`config.mk`:
```
export PLATFORM = sky130hd
export DESIGN_NAME = path_launch_capture
export DESIGN_NICKNAME = d
export VERILOG_FILES = /design/src/rtl/path_launch_capture.sv
export SDC_FILE = /design/constraint.sdc
export NUM_CORES = 1
export LEC_CHECK = 0
export CORE_MARGIN = 4
export CORE_UTILIZATION = 50
export CTS_BUF_LIST = sky130_fd_sc_hd__clkbuf_8
export CTS_CLUSTER_DIAMETER = 100
export DETAILED_ROUTE_END_ITERATION = 12
export DONT_BUFFER_PORTS = 1
export GPL_ROUTABILITY_DRIVEN = 0
export PLACE_DENSITY = 0.7
export SLEW_MARGIN = 15
export SYNTH_ARGS = -nofsm -noshare
export SYNTH_HDL_FRONTEND = slang
export SYNTH_SLANG_ARGS = --single-unit
```
`constraint.sdc`:
```
create_clock -name clk -period 3.3 [get_ports clk]
set_input_delay 0.99 -clock clk [delete_from_list [all_inputs] [get_ports clk]]
set_output_delay 0.99 -clock clk [all_outputs]
set_load 0.05 [all_outputs]
```
`src/rtl/path_launch_capture.sv`:
```
// path_launch_capture: launch/capture controller for inverter-chain delay paths.
// Each trial toggles path_launch from a flop, samples path_sample one clock later,
// compares the sample with the expected polarity and accumulates mismatches.
// Repeats TRIALS times with GAP_CYCLES idle cycles between trials, then pulses done.
// A nonzero err_count means the path delay exceeded the clock period.
// Optional feature: define PATH_FIRST_FAIL_EN to add first_fail_valid / first_fail_idx,
// which report the 0-based index of the first mismatching trial of a run.
module path_launch_capture #(
  parameter int TRIALS      = 256,
  parameter int CNT_W       = 16,
  parameter int GAP_CYCLES  = 4,
  parameter int PATH_INVERT = 0
) (
  input  logic             clk,
  input  logic             rst_n,
  input  logic             start,
  output logic             path_launch,
  input  logic             path_sample,
  output logic             busy,
  output logic             done,
  output logic [CNT_W-1:0] err_count,
  output logic [CNT_W-1:0] trial_count
`ifdef PATH_FIRST_FAIL_EN
  ,
  output logic             first_fail_valid,
  output logic [CNT_W-1:0] first_fail_idx
`endif
);

  // Odd inversion parity through the chain flips the expected sample.
  localparam logic EXP_INV = (PATH_INVERT != 0);

  // Gap counter only needs to reach GAP_CYCLES-1; keep at least one bit.
  localparam int GAP_W = (GAP_CYCLES > 1) ? $clog2(GAP_CYCLES) : 1;

  localparam logic [CNT_W-1:0] TRIALS_C  = CNT_W'(TRIALS);
  localparam logic [GAP_W-1:0] GAP_LAST_C = GAP_W'(GAP_CYCLES - 1);

  // Run sequencer states.
  localparam logic [2:0] stIdle    = 3'd0;
  localparam logic [2:0] stCapture = 3'd1;
  localparam logic [2:0] stCheck   = 3'd2;
  localparam logic [2:0] stGap     = 3'd3;
  localparam logic [2:0] stDone    = 3'd4;

  logic [2:0]       state;
  logic [2:0]       nextState;
  logic             sampleQ;
  logic [GAP_W-1:0] gapCnt;
  logic [CNT_W-1:0] trialNext;

  logic startRun;
  logic inCheck;
  logic isMiss;
  logic lastTrial;
  logic gapLast;
  logic errSat;
  logic launchToggle;

  // start is only honoured while idle; a held start re-launches after done.
  assign startRun  = (state == stIdle) && start;
  assign inCheck   = (state == stCheck);
  // The comparison always uses the captured sample, never the live path output.
  // path_launch is still stable during CHECK: it only toggles at a run start or a gap end.
  assign isMiss    = (sampleQ != (path_launch ^ EXP_INV));
  assign trialNext = trial_count + CNT_W'(1);
  assign lastTrial = (trialNext == TRIALS_C);
  assign gapLast   = (gapCnt == GAP_LAST_C);
  assign errSat    = &err_count;

  // Launch edges: the first trial launches from idle, later trials at the end of a gap.
  assign launchToggle = startRun || ((state == stGap) && gapLast);

  // done lasts exactly the single DONE cycle; busy drops in that same cycle.
  assign busy = (state == stCapture) || (state == stCheck) || (state == stGap);
  assign done = (state == stDone);

  // Next-state decode for the trial sequencer.
  always_comb begin
    nextState = state;
    case (state)
      stIdle:    if (start) nextState = stCapture;
      stCapture: nextState = stCheck;
      stCheck:   nextState = lastTrial ? stDone : stGap;
      stGap:     if (gapLast) nextState = stCapture;
      stDone:    nextState = stIdle;
      default:   nextState = stIdle;
    endcase
  end

  // State register; reset aborts any run in progress.
  always_ff @(posedge clk or negedge rst_n) begin
    if (!rst_n) state <= stIdle;
    else        state <= nextState;
  end

  // Launch flop; polarity alternates every trial so both edges get measured.
  always_ff @(posedge clk or negedge rst_n) begin
    if (!rst_n)            path_launch <= 1'b0;
    else if (launchToggle) path_launch <= ~path_launch;
  end

  // Capture flop: first and only flop on the raw path output, one clock after launch.
  always_ff @(posedge clk or negedge rst_n) begin
    if (!rst_n)                  sampleQ <= 1'b0;
    else if (state == stCapture) sampleQ <= path_sample;
  end

  // Gap counter: counts GAP_CYCLES cycles of settling time between trials.
  always_ff @(posedge clk or negedge rst_n) begin
    if (!rst_n)              gapCnt <= '0;
    else if (state == stGap) gapCnt <= gapLast ? '0 : gapCnt + GAP_W'(1);
    else                     gapCnt <= '0;
  end

  // Error counter: cleared at run start, saturates at all-ones, holds after the run.
  always_ff @(posedge clk or negedge rst_n) begin
    if (!rst_n)                          err_count <= '0;
    else if (startRun)                   err_count <= '0;
    else if (inCheck && isMiss && !errSat) err_count <= err_count + CNT_W'(1);
  end

  // Trial counter: advances once per CHECK, holds after the run.
  always_ff @(posedge clk or negedge rst_n) begin
    if (!rst_n)        trial_count <= '0;
    else if (startRun) trial_count <= '0;
    else if (inCheck)  trial_count <= trialNext;
  end

`ifdef PATH_FIRST_FAIL_EN
  // First-failure latch: records the index of the first mismatching trial of a run.
  always_ff @(posedge clk or negedge rst_n) begin
    if (!rst_n) begin
      first_fail_valid <= 1'b0;
      first_fail_idx   <= '0;
    end else if (startRun) begin
      first_fail_valid <= 1'b0;
      first_fail_idx   <= '0;
    end else if (inCheck && isMiss && !first_fail_valid) begin
      first_fail_valid <= 1'b1;
      first_fail_idx   <= trial_count;
    end
  end
`endif

endmodule

```
==> results summary <==
The post-layout instance count excluding filler cells is 302. The post-synthesis cell area came out at 2263 µm². Setup repair after global routing left no endpoint under its margin.

The endpoint required time on the critical path is 3510 ps. The placeable core area came out at 4354 µm². The sequential fraction of the synthesis area came out at 43.12%. The die area is 5667 µm². The remaining routing DRC violations came out at 0. The area fraction of the dominant cell type after synthesis came out at 43.12%. The number of antenna violations at the first check in global routing came to 0. The number of H-tree branching levels came out at 2. By count the netlist is led by 39 x dfrtp_1, 24 x nor2_1, 22 x nand2_1.

The row count is 24. The kind of cell with the highest combined delay along the critical path is simple AND/OR/NAND/NOR gates. The number of global-route vias before repair came out at 1688. The internal portion of total power is 1.081 mW.

Walking the worst path, the cells encountered are ha_1, nand4_1, nor3_1, nor4_1, o2111a_1, a311oi_1. The post-CTS setup-driven buffer insertion count is 0. Summed over all instances, the cell type with the most area after synthesis is dfrtp_1. The worst register-to-register path ends at state[1]. In this run, synthesis produced a sequential element count of 39.

The ratio of total power to cell area came out at 867.8 nW/µm². The first detailed-routing pass ran for 4 iterations. The final hold violation count is 0.

The largest net degree at the start of global routing came out at 40. The min-delay analysis places its worst path in the category in2async. Setup violations remaining at the end of the flow were counted as 0. The worst-case headroom to the max-slew limit came out at 39.94%. The worst supply voltage drop on vdd is 0.4997 mV.

The post-route antenna net violation count is 0. After synthesis, the mean cell area works out to 9.164 µm². The number of primary I/O pins came out at 39.

The later pin in the worst-skew pair is clocked with a latency of 300 ps. The leakage power of the design is 1.040 nW. From left edge to right edge, the die measures 75.28 µm. The worst setup path is of the reg2reg kind. The number of gates resized after CTS was 0.

The number of max-cap violations is 0. Counting the buffers created by CTS gives 5. The total negative setup slack is 0 ps. The worst setup path is captured at a flop.

The startpoint identified for the worst register-to-register timing path is trial_count[0]. The flow ran to the end, and the final reports show no timing, DRC or antenna violations. TritonCTS built the clock tree. The total power consumption of the routed design came out at 2.122 mW.

The first global-routing pass estimated 8066 µm of wire. Timing would allow up to 386.1 MHz. In the final design database the tool counted 256 nets. Across every metal layer, demand over resource in global routing totals 18.47%. The clock sink count came out at 39. The setup slack of the most critical reg-to-reg path came out at 710 ps. The final layout contains routed wiring with a total length of 4931 µm. Combinational cells account for 31.4% of the total power. The die is 75.28 µm tall. The dominant synthesized flop cell is dfrtp_1. For this block, the initial DRC count from the detailed router was 167. The number of warnings reported in the yosys synthesis log is 0.

For this design, the slowest cell found on the critical path is dfrtp_1. Data arrives at the worst endpoint at 2800 ps. The number of buffers between clock root and the deepest sink is 2. In this run the power spent charging and discharging nets is 1.041 mW.

The actual transition at the worst max-transition pin is 900.9 ps. The synthesized netlist net count came out at 254. The detailed-route vias per instance came out at 6.056.

The number of buffers inserted for hold repair after clock tree synthesis came out at 0. In this run the tool buffered the top-level ports with 0 buffer cells. Counting cells, the worst reg-to-reg path comes to 6. The largest fanout on the critical path is 8. The share of synthesized flip-flops with an asynchronous set or reset is 100.0%. The fraction of final layout cells with drive strength greater than 1 came out at 10.80%.

The shortest clock period the worst path allows after layout is 2590 ps. The number of placed instances with taps included is 294. The routed wire length per instance came out at 16.33 µm. Clock-pin slew was measured on the worst setup and hold paths at 80 ps. The portion of the clock cycle consumed by the worst path in the final layout came out at 78.49%. Counting flops with a built-in enable in the synthesized netlist gives 0.

The overflow left after global routing came out at 0. CTS placed an instance of clkbuf_8 at the clock tree root. dfrtp_1 is the most common cell in the netlist. After synthesis, the cell types taking the most area are dfrtp_1 43%, xor2_1 5.0%, o21ai_0 4.2%. The total buffers and inverters traversed by the critical path is 0. The HPWL reported at the end of detailed placement came out at 3397 µm. For this configuration, the core starts out at a cell density of 51.98%. On the worst path, the slowest cell contributes a delay of 750 ps. The share of total power dissipated in sequential elements is 48.9%. The clock arrives with 5.802 ps of skew.

The fraction of power consumed by the clock network came out at 19.7%. The worst setup path is launched from a flop. Summing over every cut layer, the via total after detailed routing is 1829.

The number of library cell types mapped by synthesis is 48. Net switching is 49.04% of the power. The layout-stage area growth over the synthesis result came out at 8.015%. The number of max-slew violations in the final report came out at 0.

In the synthesized netlist, the number of instances is 247. The number of antenna diodes in the final layout is 0.
==> flip-flops by register name, summed over array words and instances, names as in the netlist <==
| register | count |
|---|---|
| path_launch | 1 |
| trial_count | 16 |
| gapCnt | 2 |
| state | 3 |
| err_count | 16 |
| sampleQ | 1 |
==> worst max-delay path by stage <==
stage | startpoint | endpoint | slack, ps | cells past startpoint
after floorplan | start | trial_count[8] | 1060 | 6
after global placement | trial_count[0] | state[1] | 860 | 6
after detailed placement | trial_count[0] | state[0] | 750 | 6
after CTS | trial_count[0] | state[1] | 750 | 6
after global routing | trial_count[1] | state[0] | 520 | 6
final | trial_count[0] | state[1] | 710 | 6
==> placed cells by master (no fill, tap or decap), types with 2 or more instances in the layout <==
cell / instances
clkbuf_8: 6
dfrtp_1: 39
and3_1: 7
buf_4: 10
or2_2: 2
a31oi_1: 2
o41ai_1: 2
o21ai_0: 19
nor3b_1: 2
a21oi_1: 2
nand4_1: 6
ha_1: 3
nor2_1: 24
o31ai_1: 9
inv_1: 6
nor2b_1: 2
xnor2_1: 4
and4_1: 2
o21ai_2: 2
nor3_1: 8
and2_1: 5
or4_1: 2
o211ai_1: 7
o2111ai_1: 5
nand2_1: 22
xor2_1: 13
mux2i_1: 2
a311oi_1: 3
nand3_1: 12
nor4_1: 3
==> through the flow <==
step / cell area (µm²) / hold slack, ps / utilization [%] / setup slack [ps]
after floorplan: 2263 / 411.9 / - / 1057
after global placement: 2327 / 427.9 / 53.45 / 858.1
after detailed placement: 2327 / 439.8 / 53.45 / 745.0
after CTS: 2445 / 368.9 / 56.15 / 753.6
after global routing: 2445 / 359.0 / 56.15 / 518.2
final: 2445 / 377.2 / 56.15 / 709.8
==> area by class of cell <==
class,instances,area [µm²]
Sequential cell,39,975.9
Clock inverter,2,35.03
Multi-Input combinational cell,187,1189
Fill cell,391,1909
Inverter,6,22.52
Tap cell,52,65.06
Timing Repair Buffer,10,75.07
Clock buffer,6,82.58
==> cells by family after synthesis <==
group	share of synthesized area (%)
mux	1.382
xor+xnor	6.578
flops	43.12
simple gates	23.99
compound gates	18.91
fa+ha+maj	1.659
buf+inv	4.367
==> power by group through the flow <==
stage | combinational (mW) | clock (mW) | sequential, mW
after detailed placement | 0.668 | 0 | 1.05
final | 0.666 | 0.418 | 1.04
after global placement | 0.655 | 0 | 1.04
after global routing | 0.741 | 0.446 | 1.07
after floorplan | 0.435 | 0 | 1.12
after CTS | 0.669 | 0.425 | 1.04
==> routing by layer <==
layer  global-route usage, %  part of all wire (%)
met1                   24.75                    48
met2                   26.94                    45
met3                   7.610                   5.9
met4                   6.408                   1.6
met5                       0                     0
Note: power is estimated with default switching activity, not from simulation.
==> RTL edit (same settings) <==
The parameter `GAP_CYCLES` goes from 4 to 8.
--- a/src/rtl/path_launch_capture.sv
+++ b/src/rtl/path_launch_capture.sv
@@ -8,7 +8,7 @@
 module path_launch_capture #(
   parameter int TRIALS      = 256,
   parameter int CNT_W       = 16,
-  parameter int GAP_CYCLES  = 4,
+  parameter int GAP_CYCLES  = 8,
   parameter int PATH_INVERT = 0
 ) (
   input  logic             clk,
Formal check against the unedited RTL: not equivalent (Yosys sat finds a counterexample within 10 cycles, from zero or initial values and one cycle with rst_n low).
==> RTL edit against the original RTL <==
Non-clock buffer count up 12; worst setup slack lost 0.11 ns; highest routed layer unchanged; wire length grew 0.24%; total power is 11% lower; clock skew about the same; cell area rose by 3.9%; area after synthesis decreased by 0.44%; sequential cell count grew 1.
==> RTL edit: results <==
set metrics [dict create \
    status "completed" \
    detailedRoute.firstIterationViolations 93 \
    post_synth_fa_ha_maj_area_fraction 0.0222 \
    global_route.usage.total 0.187 \
    synthDistinctLibCells 45 \
    data_arrival_at_the_endpoint_of_the_critical_path_ns 2.88 \
    r2r_end "state[0]$_DFFE_PN0P_" \
    max_slew.worst_pin.slew_ns 0.727 \
    yosys-top-cells-count "40 x sky130_fd_sc_hd__dfrtp_1, 39 x sky130_fd_sc_hd__nor2_1, 25 x sky130_fd_sc_hd__nand2_1" \
    grt_use_met1 0.247 \
    dpl.cell_count 308 \
    post-route-period-util 0.819 \
    pre_cts_ws_ns 0.710 \
    gr-usage-met3 0.0507 \
    reg.largest.list "err_count (16), trial_count (16)" \
    grt_start_max_net_pins 41 \
    static-leakage-power_nw 1.08 \
    synth_xor_area_frac 0.0972 \
    vdd.ir_drop.worst_uv 470 \
    globalRouteMet2Util 0.304 \
    routed_wl_mm 4.94 \
    crit_path_max_fanout 7 \
    post_synth_main_area_contributors "sky130_fd_sc_hd__dfrtp_1 44%, sky130_fd_sc_hd__xor2_1 6.6%, sky130_fd_sc_hd__nor2_1 6.5%, sky130_fd_sc_hd__nand2_1 4.2%, sky130_fd_sc_hd__o21ai_0 3.8%" \
    setup.worst_path.end "state[0]$_DFFE_PN0P_" \
    regToRegSetupSlack_ns 0.60 \
    sequential_cell_area_fraction_in_the_yosys_report 0.444 \
    avgViaCountPerCell 5.94 \
    grt_pass1_vias 1738 \
    num-nets-final 271 \
    global_route_wire_length_before_repair_mm 8.20 \
]
[RTL edit: layout make-up]
cell class                 count  area [um2]
clock buffer                   5        68.8
sequential                    40        1000
clock inverter                 3        38.8
multi-input combinational    190        1190
fill                         401        1810
tap                           52        65.1
inverter                       4        15.0
timing repair buffer          22         165
[RTL edit: routing by layer]
metal | vias up | routed length (um)
li1 | 908 | -
met1 | 904 | 2150
met2 | 60 | 2360
met3 | 6 | 375
met4 | 0 | 55
met5 | - | 0
[RTL edit: critical path: cells and delay by family (launching register included)]
family          cells  cell delay [ns]
simple gates        3             0.97
flops               1             0.73
compound gates      2             0.72
mux                 1             0.17
[RTL edit: per-stage QoR]
stage,util,hold WS [ns]
after floorplan,-,0.415
after global placement,0.559,0.432
after detailed placement,0.559,0.439
after CTS,0.583,0.378
after global routing,0.583,0.360
final,0.583,0.384
[RTL edit: where the power goes]
group,internal [mW],switching [mW]
logic,0.236,0.474
clock network,0.221,0.165
registers,0.599,0.192
